$ cat config.mk
export PLATFORM = sky130hd
export DESIGN_NAME = code_unpacker
export DESIGN_NICKNAME = d
export VERILOG_FILES = /design/src/rtl/code_unpacker.sv
export SDC_FILE = /design/constraint.sdc
export NUM_CORES = 2
export LEC_CHECK = 0
export CORE_AREA = 8 8 303 305
export CTS_CLUSTER_DIAMETER = 60
export DETAILED_ROUTE_END_ITERATION = 16
export DIE_AREA = 0 0 311 313
export PLACE_DENSITY = 0.73
export SLEW_MARGIN = 20
export SYNTH_ARGS = -nofsm -noshare
export SYNTH_HDL_FRONTEND = slang
export SYNTH_SLANG_ARGS = --single-unit
$ cat constraint.sdc
create_clock -name i_clk -period 6.75 [get_ports i_clk]
set_input_delay 0.675 -clock i_clk [delete_from_list [all_inputs] [get_ports i_clk]]
set_output_delay 0.675 -clock i_clk [all_outputs]
set_load 0.005 [all_outputs]
$ cat src/rtl/code_unpacker.sv
// code_unpacker: parses an MSB-first packed stream of variable-length codes
// (2..34 bits) arriving in 32-bit chunks and rebuilds one 32-bit word per
// cycle from literal bits plus a locally mirrored 16-entry FIFO dictionary.
//
// Handshakes: a transfer happens on a rising edge where valid && ready are
// both high; valid never waits on ready, and a valid source holds its data
// until the transfer. Input side: i_valid/o_ready. Output side: o_valid/i_ready.
//
// Optional feature macro: DECOMP_ERR_CHECK_EN. When defined, prefix 1111
// raises a sticky o_error and parks the FSM in ERROR until i_start or i_rst.
// When undefined, o_error is tied low and 1111 decodes as a 4-bit zero word.
module code_unpacker #(
  parameter int DATA_WIDTH = 32,
  parameter int TOTAL_BITS = 34,
  parameter int IN_WIDTH   = 32,
  parameter int DICT_DEPTH = 16,
  parameter int CNT_WIDTH  = 16
) (
  input  logic                  i_clk,
  input  logic                  i_rst,
  input  logic                  i_start,
  input  logic [CNT_WIDTH-1:0]  i_block_words,
  input  logic [IN_WIDTH-1:0]   i_data,
  input  logic                  i_valid,
  output logic                  o_ready,
  output logic [DATA_WIDTH-1:0] o_word,
  output logic                  o_valid,
  input  logic                  i_ready,
  output logic                  o_last,
  output logic                  o_busy,
  output logic                  o_error,
  output logic [1:0]            o_state
);

  localparam int BUF_W  = 3 * IN_WIDTH;          // 96-bit left-aligned buffer
  localparam int T      = BUF_W - 1;             // index of the oldest bit
  localparam int WP_W   = $clog2(DICT_DEPTH);
  localparam logic [6:0] CHUNK_LEN = 7'(IN_WIDTH);
  localparam logic [6:0] READY_MAX = 7'(BUF_W - IN_WIDTH);
  localparam logic [CNT_WIDTH-1:0] CNT_ONE = CNT_WIDTH'(1);
  localparam logic [WP_W-1:0]      WP_ONE  = WP_W'(1);

  typedef enum logic [1:0] {
    S_IDLE   = 2'd0,
    S_DECODE = 2'd1,
    S_ERROR  = 2'd2
  } state_t;

  state_t                  state_q;
  logic [BUF_W-1:0]        buf_q;
  logic [6:0]              fill_q;
  logic [CNT_WIDTH-1:0]    rem_q;
  logic [WP_W-1:0]         wp_q;
  logic [DATA_WIDTH-1:0]   dict_q [DICT_DEPTH];

  // Decoded view of the code currently at the head of the buffer.
  logic [6:0]              code_len;
  logic [DATA_WIDTH-1:0]   code_word;
  logic                    code_push;
  logic [DATA_WIDTH-1:0]   dict_ent;
  logic                    load;
  logic                    word_load;
  logic                    accept;
  logic [6:0]              shift_amt;
  logic [6:0]              fill_shift;
  logic [BUF_W-1:0]        buf_shift;
  logic [BUF_W-1:0]        buf_next;
  logic [6:0]              fill_next;
`ifdef DECOMP_ERR_CHECK_EN
  logic                    code_bad;
  logic                    bad_load;
  logic                    err_q;
`endif

  // Prefix decode. Bits below the fill level are always zero, so a short
  // fill resolves to a code longer than what is present and waits.
  always_comb begin
    code_len  = 7'd2;
    code_word = '0;
    code_push = 1'b0;
    dict_ent  = dict_q[buf_q[T-4 -: 4]];
`ifdef DECOMP_ERR_CHECK_EN
    code_bad  = 1'b0;
`endif
    case (buf_q[T -: 2])
      2'b00: begin
        code_len = 7'd2;
      end
      2'b10: begin
        code_len  = 7'd6;
        code_word = dict_q[buf_q[T-2 -: 4]];
      end
      2'b01: begin
        code_len  = 7'(TOTAL_BITS);
        code_word = buf_q[T-2 -: DATA_WIDTH];
        code_push = 1'b1;
      end
      default: begin
        case (buf_q[T-2 -: 2])
          2'b01: begin
            code_len  = 7'd12;
            code_word = {24'b0, buf_q[T-4 -: 8]};
          end
          2'b10: begin
            code_len  = 7'd16;
            code_word = {dict_ent[DATA_WIDTH-1:8], buf_q[T-8 -: 8]};
            code_push = 1'b1;
          end
          2'b00: begin
            code_len  = 7'd24;
            code_word = {dict_ent[DATA_WIDTH-1:16], buf_q[T-8 -: 16]};
            code_push = 1'b1;
          end
          default: begin
            // 1111: illegal prefix, consumed as a 4-bit zero word by default
            code_len = 7'd4;
`ifdef DECOMP_ERR_CHECK_EN
            code_bad = 1'b1;
`endif
          end
        endcase
      end
    endcase
  end

  assign o_ready = (state_q == S_DECODE) && (fill_q <= READY_MAX);
  assign o_busy  = (state_q != S_IDLE);
  assign o_state = state_q;
  assign accept  = i_valid && o_ready;
  assign load    = (state_q == S_DECODE) && (rem_q != '0) &&
                   (fill_q >= code_len) && (!o_valid || i_ready);

`ifdef DECOMP_ERR_CHECK_EN
  assign word_load = load && !code_bad;
  assign bad_load  = load && code_bad;
  assign o_error   = err_q;
`else
  assign word_load = load;
  assign o_error   = 1'b0;
`endif

  // Consume first, then append the new chunk right below the remaining bits.
  always_comb begin
    shift_amt  = load ? code_len : 7'd0;
    buf_shift  = buf_q << shift_amt;
    fill_shift = fill_q - shift_amt;
    buf_next   = buf_shift;
    fill_next  = fill_shift;
    if (accept) begin
      buf_next  = buf_shift | ({i_data, {(BUF_W-IN_WIDTH){1'b0}}} >> fill_shift);
      fill_next = fill_shift + CHUNK_LEN;
    end
  end

  // Block FSM, bit buffer, dictionary and registered output stage.
  always_ff @(posedge i_clk) begin
    if (i_rst) begin
      state_q <= S_IDLE;
      buf_q   <= '0;
      fill_q  <= '0;
      rem_q   <= '0;
      wp_q    <= '0;
      o_word  <= '0;
      o_valid <= 1'b0;
      o_last  <= 1'b0;
      for (int i = 0; i < DICT_DEPTH; i++) dict_q[i] <= '0;
`ifdef DECOMP_ERR_CHECK_EN
      err_q   <= 1'b0;
`endif
    end else begin
      case (state_q)
        S_IDLE: begin
          if (i_start) begin
            state_q <= S_DECODE;
            rem_q   <= (i_block_words == '0) ? CNT_ONE : i_block_words;
            buf_q   <= '0;
            fill_q  <= '0;
            wp_q    <= '0;
            for (int i = 0; i < DICT_DEPTH; i++) dict_q[i] <= '0;
`ifdef DECOMP_ERR_CHECK_EN
            err_q   <= 1'b0;
`endif
          end
        end
        S_DECODE: begin
          buf_q  <= buf_next;
          fill_q <= fill_next;
          if (word_load) begin
            o_word  <= code_word;
            o_valid <= 1'b1;
            o_last  <= (rem_q == CNT_ONE);
            rem_q   <= rem_q - CNT_ONE;
            if (code_push) begin
              dict_q[wp_q] <= code_word;
              wp_q         <= wp_q + WP_ONE;
            end
          end else if (o_valid && i_ready) begin
            o_valid <= 1'b0;
            o_last  <= 1'b0;
          end
          // Last word taken: drop any padding left in the buffer.
          if (o_valid && i_ready && o_last) begin
            state_q <= S_IDLE;
            buf_q   <= '0;
            fill_q  <= '0;
          end
`ifdef DECOMP_ERR_CHECK_EN
          if (bad_load) begin
            err_q   <= 1'b1;
            o_valid <= 1'b0;
            o_last  <= 1'b0;
            state_q <= S_ERROR;
          end
`endif
        end
`ifdef DECOMP_ERR_CHECK_EN
        S_ERROR: begin
          if (i_start) begin
            state_q <= S_IDLE;
            err_q   <= 1'b0;
          end
        end
`endif
        default: state_q <= S_IDLE;
      endcase
    end
  end

endmodule

Word-level counts from Yosys, hierarchy flattened
Memories as Yosys holds them, arrays and structs flattened. A register that Yosys moved wholly into a read port is not among the register bits.
Cells that the tools add are included.
W data, S select, Z words.
{ "totals": {"regBits": 159, "latchBits": 0, "ramBits": 512, "mem_bits_ro": 0, "input_bits": 53, "output_inout_bits": 39, "word_cells": 133, "n_memories": 1} }
{ "mem_list": {"columns": ["memory", "words", "width", "read_ports", "rd_clocked_by_memory_dff", "wr", "line", "rtl"], "rows": [
  ["dict_q", 16, 32, 2, 2, 16, "54", "logic [DATA_WIDTH-1:0] dict_q [DICT_DEPTH];"]
]} }
{ "classes": {"add_sub_neg": 4, "multipliers": 0, "div_mod_pow": 0, "order_cmp": 2, "n_eq_ne": 10, "shift": 2, "muxes": 63, "bitwise": 17, "reduce_logical": 26} }
{ "ops": {"columns": ["op", "n"], "rows": [
  ["$mux W32", 17],
  ["$mux W96", 3],
  ["$pmux W32 S3", 2],
  ["$pmux W96 S2", 1],
  ["$or A96 B96 Y96", 1],
  ["$shl A96 B7 Y96", 1],
  ["$shr A96 B7 Y96", 1],
  ["$mux W16", 3],
  ["$mux W4", 8],
  ["$pmux W16 S2", 1],
  ["$reduce_or A32 Y1", 1],
  ["$mux W7", 4],
  ["$pmux W6 S3", 1],
  ["$eq A16 B1 Y1 const B", 1],
  ["$logic_not A16 Y1", 1],
  ["$mux W1", 16],
  ["$or A1 B1 Y1", 16],
  ["$reduce_bool A16 Y1", 1],
  ["$sub A16 B1 Y16 const B", 1],
  ["$pmux W5 S3", 1],
  ["$pmux W7 S2", 1],
  ["$pmux W4 S2", 1],
  ["$reduce_and A2 Y1", 4],
  ["$add A7 B6 Y7 const B", 1],
  ["other kinds (19)", 36]
]} }

Longest topological paths before layout
{ "logic_depth": {"word_depth": 15, "depth_mapped": 30} }

Worst setup path before layout
No wires, ideal clock.
{ "synth_timing": {"path_kind": "reg2reg", "from": "reg buf_q[94]", "to": "reg buf_q[35]", "setup_time_ps": 95, "t_arrival_ps": 5438, "path_slack_ps": 1217, "stages_incl_launch_ff": 25, "synth_period_minus_slack_ps": 5533, "cell_sequence": "dfxtp_1 -> buf_2 -> and2_1 -> buf_2 -> inv_2 -> nor2_1 -> inv_1 -> clkbuf_1 -> ha_1 -> o211ai_1 -> o21ai_0 -> a211oi_2 -> nor3_1 -> clkbuf_1 -> clkbuf_1 -> buf_1 -> fa_1 -> inv_1 -> buf_1 -> mux2i_1 -> mux2i_1 -> nand2_1 -> o21ai_0 -> o221a_2 -> a221oi_1"} }
{ "synth_between": {"elab_chain_cells": 12} }
{ "synth_rtl": {"columns": ["element", "line", "rtl"], "rows": [
  ["start: declaration", "50", "logic [BUF_W-1:0] buf_q;"],
  ["start signal: assignment", "186", "buf_q <= buf_next;"],
  ["$eq A2 B1 Y1 (tied with other cells)", "85", "case (buf_q[T -: 2])"],
  ["$pmux W6 S3", "85", null],
  ["$ge A7 B7 Y1", "131", "(fill_q >= code_len) && (!o_valid || i_ready);"],
  ["$logic_and A1 B1 Y1", "130", "assign load = (state_q == S_DECODE) && (rem_q != '0) &&"],
  ["$logic_and A1 B1 Y1", "131", null],
  ["$mux W7", "144", "shift_amt = load ? code_len : 7'd0;"],
  ["$sub A7 B7 Y7", "146", "fill_shift = fill_q - shift_amt;"],
  ["$shr A96 B7 Y96", "150", "buf_next = buf_shift | ({i_data, {(BUF_W-IN_WIDTH){1'b0}}} >> fill_shift);"],
  ["$or A96 B96 Y96", "150", null],
  ["$mux W96 *", "149", "if (accept) begin"],
  ["$mux W96 *", "202", "if (o_valid && i_ready && o_last) begin"],
  ["$pmux W96 S2 *", "171", "case (state_q)"]
]} }
Every way passes the cells marked *; elsewhere a longest branch is shown, timed or not.
A chain may end at the register's enable or synchronous reset.

Worst setup path after layout
{ "layout_timing": {"from": "reg buf_q[95]", "to": "reg buf_q[66]"} }
Same word-level chain as after synthesis.

==> impl_metrics.xml <==
<?xml version="1.0" encoding="UTF-8"?>
<metrics>
  <group name="routing">
    <metric name="dr.pass1.iters" unit="">8</metric>
    <metric name="routed_wirelength" unit="mm">139</metric>
    <metric name="detail_route.vias_per_cell" unit="">6.90</metric>
    <metric name="drt_iter0_markers" unit="">5399</metric>
    <metric name="detail_route.drc_violations" unit="">0</metric>
    <metric name="wl_per_cell" unit="um">29.5</metric>
    <metric name="ant_nets" unit="">0</metric>
    <metric name="via_count" unit="">32600</metric>
  </group>
  <group name="global_routing">
    <metric name="grtUsageMet1" unit="%">34.1</metric>
    <metric name="busiest_layer" unit="">met2</metric>
    <metric name="grt_first_pass_wirelength" unit="mm">206</metric>
    <metric name="global_route.usage.met3" unit="%">7.87</metric>
    <metric name="vias_in_the_first_global_route" unit="">31900</metric>
    <metric name="antenna_violations_before_repair" unit="">3</metric>
    <metric name="grtUsageTotal" unit="%">27.5</metric>
    <metric name="global_route.overflow_total" unit="">0</metric>
    <metric name="grt_max_degree" unit="">86</metric>
    <metric name="grt_util_met2" unit="%">42.7</metric>
  </group>
  <group name="setup_path">
    <metric name="critical_path_class" unit="">flip-flop to flip-flop</metric>
    <metric name="timing.critical_path.required" unit="ps">7290</metric>
    <metric name="startpoint_type" unit="">flip-flop</metric>
    <metric name="reg2reg_depth" unit="">18</metric>
    <metric name="crit_fanout" unit="">15</metric>
    <metric name="worstPathArrival" unit="ps">6940</metric>
    <metric name="timing.critical_path.to_type" unit="">flip-flop</metric>
  </group>
  <group name="min_path">
    <metric name="whs_path_depth" unit="">2</metric>
    <metric name="hp-class" unit="">flip-flop to flip-flop</metric>
  </group>
  <group name="synth">
    <metric name="top_area_cells_in_the_synthesized_netlist" unit="">edfxtp_1 40%, mux4_2 16%, dfxtp_1 8.4%</metric>
    <metric name="synth_sequential_area_ratio" unit="%">47.9</metric>
    <metric name="post_synth_num_cell_types" unit="">86</metric>
    <metric name="post_synth_most_frequent_cells" unit="">753 x nor2_1, 512 x edfxtp_1, 284 x mux4_2, 248 x nand2_1, 224 x clkbuf_1</metric>
    <metric name="postSynthRegisterBits" unit="">675</metric>
    <metric name="post-synth-top-area-cell" unit="">edfxtp_1</metric>
    <metric name="warning_count_from_the_yosys_run" unit="">0</metric>
    <metric name="synth_edf_count" unit="">512</metric>
    <metric name="postSynthAreaPerCell" unit="sq um">10.9</metric>
    <metric name="synth_top_flop_cell" unit="">edfxtp_1</metric>
    <metric name="async_flop_share" unit="%">0</metric>
    <metric name="synth_area" unit="sq mm">0.0389</metric>
    <metric name="post-synth-top-area-fraction" unit="%">39.5</metric>
    <metric name="syn_inst" unit="">3552</metric>
    <metric name="post-synth-top-count-cell" unit="">nor2_1</metric>
  </group>
  <group name="cts">
    <metric name="clkTransAtPathRegs" unit="ps">60</metric>
    <metric name="bufs_on_longest_clock_path" unit="">3</metric>
    <metric name="cts-hold-fix-buffers" unit="">0</metric>
    <metric name="insertion_delay" unit="ps">670</metric>
    <metric name="numClockSinks" unit="">675</metric>
    <metric name="clock_buffers_created_by_tritoncts" unit="">77</metric>
    <metric name="clock_tree.root_cell" unit="">clkbuf_16</metric>
    <metric name="tritoncts" unit="">built</metric>
    <metric name="cts_htree_levels" unit="">3</metric>
  </group>
  <group name="power_and_ir_drop">
    <metric name="design_power_total" unit="W">0.00999</metric>
    <metric name="static-leakage-power" unit="nW">14.3</metric>
    <metric name="power.combinational.fraction" unit="%">9.3</metric>
    <metric name="net-switching-power" unit="W">0.00255</metric>
    <metric name="switching_share" unit="%">25.5</metric>
    <metric name="share_clk_of_total_power" unit="%">43.0</metric>
    <metric name="pwr-share-seq" unit="%">47.7</metric>
    <metric name="ir_drop" unit="mV">0.200</metric>
    <metric name="internal-power" unit="W">0.00744</metric>
    <metric name="power.density" unit="mW/mm^2">229</metric>
  </group>
  <group name="floorplanning">
    <metric name="design.die.area" unit="sq mm">0.0973</metric>
    <metric name="fp.dieW" unit="um">311</metric>
    <metric name="placeableCoreArea" unit="sq mm">0.0873</metric>
    <metric name="start_util" unit="%">44.5</metric>
    <metric name="pin_count" unit="">92</metric>
    <metric name="std_cell_rows" unit="">109</metric>
    <metric name="die_y" unit="um">313</metric>
  </group>
  <group name="cells_and_area">
    <metric name="synthToLayoutAreaGrowth" unit="%">12.3</metric>
    <metric name="finish.utilization" unit="%">50.0</metric>
    <metric name="layout-drive-gt1-share" unit="%">18.3</metric>
    <metric name="num-nets-final" unit="">3561</metric>
    <metric name="final.fill_count" unit="">7493</metric>
  </group>
  <group name="sta">
    <metric name="transition_time_at_the_pin_with_the_least_slew_margin" unit="ps">1190</metric>
    <metric name="tns" unit="ps">0</metric>
    <metric name="maxClockFrequency" unit="GHz">0.156</metric>
    <metric name="setup_viol" unit="">0</metric>
    <metric name="fin_skew" unit="ps">50.4</metric>
    <metric name="finalCritPeriodShare" unit="%">94.9</metric>
    <metric name="drv_slew" unit="">0</metric>
    <metric name="timing_hold_violations_final" unit="">0</metric>
    <metric name="unrepaired_setup_endpoints_after_global_routing" unit="">no</metric>
    <metric name="slew-limit-headroom" unit="%">20.3</metric>
    <metric name="period_minus_slack" unit="ps">6400</metric>
  </group>
  <group name="status">
    <metric name="run_status" unit="">finished clean</metric>
  </group>
  <group name="place">
    <metric name="port_buffers" unit="">89</metric>
    <metric name="place_hpwl" unit="mm">85.5</metric>
    <metric name="globalplace.congestion" unit="">1.00</metric>
  </group>
  <group name="run">
    <metric name="drv.max_cap_violation_count" unit="">0</metric>
  </group>
</metrics>
-- worst max-delay path, cell delays in order, from the launching register on --
cell,delay [ps]
dfxtp_1,590
and2_1,190
buf_4,170
inv_2,50
nor2_1,420
inv_1,140
ha_1,300
o211ai_1,80
o21ai_0,390
a211oi_4,200
nor3_2,460
fa_1,740
inv_1,580
o21ai_0,260
mux2i_1,670
a21oi_1,400
a222oi_1,360
o21ai_0,120
and2_1,140
-- through the flow --
stage	hold WS (ps)	area [sq um]	std cells	setup slack, ps
3_5_place_dp	490	41000	4577	304
2_1_floorplan	457	38900	3553	1220
6_report	497	43700	4722	346
4_1_cts	504	43600	4721	279
5_1_grt	523	43700	4721	42.3
3_3_place_gp	479	41000	4577	421
-- cells in the final DEF (no fill, tap or decap), types with 12 or more instances in the layout --
master | netlist | final
nor3_1 | 65 | 63
o221ai_1 | 15 | 15
nor4_1 | 20 | 20
a221oi_1 | 25 | 25
mux2_2 | 25 | 25
o22ai_1 | 27 | 27
edfxtp_1 | 512 | 512
nand3_1 | 93 | 93
clkbuf_16 | 0 | 78
ha_1 | 16 | 15
nor2_1 | 753 | 746
inv_1 | 20 | 18
and3_1 | 18 | 18
nand2_1 | 248 | 215
a21o_1 | 13 | 13
o21ai_1 | 48 | 48
a21oi_1 | 182 | 181
mux4_2 | 284 | 284
a31oi_1 | 61 | 52
a22o_1 | 16 | 16
clkinv_2 | 0 | 12
a211oi_1 | 74 | 74
nand2_2 | 1 | 30
o211ai_1 | 31 | 31
o21a_1 | 13 | 13
clkinv_1 | 1 | 17
buf_4 | 12 | 121
a22oi_1 | 75 | 75
dfxtp_1 | 163 | 155
o21ai_0 | 101 | 101
a211o_1 | 14 | 13
mux2i_1 | 105 | 105
clkdlybuf4s50_1 | 0 | 88
-- cell families (layout without fill, tap and decap cells) --
logic type,after synthesis,count (layout),share of synthesized area [%]
multiplexers,414,414,19.9
buffers and inverters,379,382,4.04
XOR/XNOR,13,13,0.293
AO/OA/AOI/OAI,806,806,14.1
flip-flops,675,675,47.9
other,1,3,0.00965
adder cells (fa/ha/maj),17,17,0.566
AND/OR/NAND/NOR,1247,1247,13.2
-- routing by layer --
layer,up-vias,share of wire (%)
li1,13400,-
met1,15600,34
met2,2804,45
met3,747,14
met4,6,7.3
met5,-,0.059
-- final cells by class --
class	count	area, sq um	share of cell area (%)
tap	1165	1460	3.34
antenna	1	2.50	0.00573
timing repair buffer	212	1850	4.24
clock buffer	98	2100	4.82
sequential	675	18700	42.7
clock inverter	46	500	1.15
inverter	26	98.8	0.226
multi-input combinational	2499	19000	43.5
-- flip-flops by register name (all words and copies together), names as in the netlist, named ones only --
signal and cells:
o_word 32, fill_q 6, dict_q 512, o_last 1
o_valid 1, wp_q 4, rem_q 16, o_state 1
buf_q 96
-- power by group through the flow --
| stage | Combinational [W] | Clock, W | Sequential [W] |
|---|---|---|---|
| 3_3_place_gp | 0.000895 | 0 | 0.00483 |
| 2_1_floorplan | 0.000578 | 0 | 0.00480 |
| 4_1_cts | 0.000903 | 0.00431 | 0.00476 |
| 5_1_grt | 0.000968 | 0.00445 | 0.00478 |
| 6_report | 0.000934 | 0.00429 | 0.00477 |
| 3_5_place_dp | 0.000899 | 0 | 0.00485 |
-- timing repair --
item / CTS / global route
setup endpoints to repair: 0 / 6
buffers inserted: 0 / 0
resized for setup: 0 / 2
-- path summary, 6_finish.rpt --
kind,slack [ps],startpoint,endpoint
worst max-delay path,350,buf_q[95],buf_q[66]
worst min-delay path,500,o_word[21],o_word[21]
worst max register to register,350,buf_q[95],buf_q[66]
worst min register to register,500,o_word[21],o_word[21]
(Power assumes the default switching activity.)
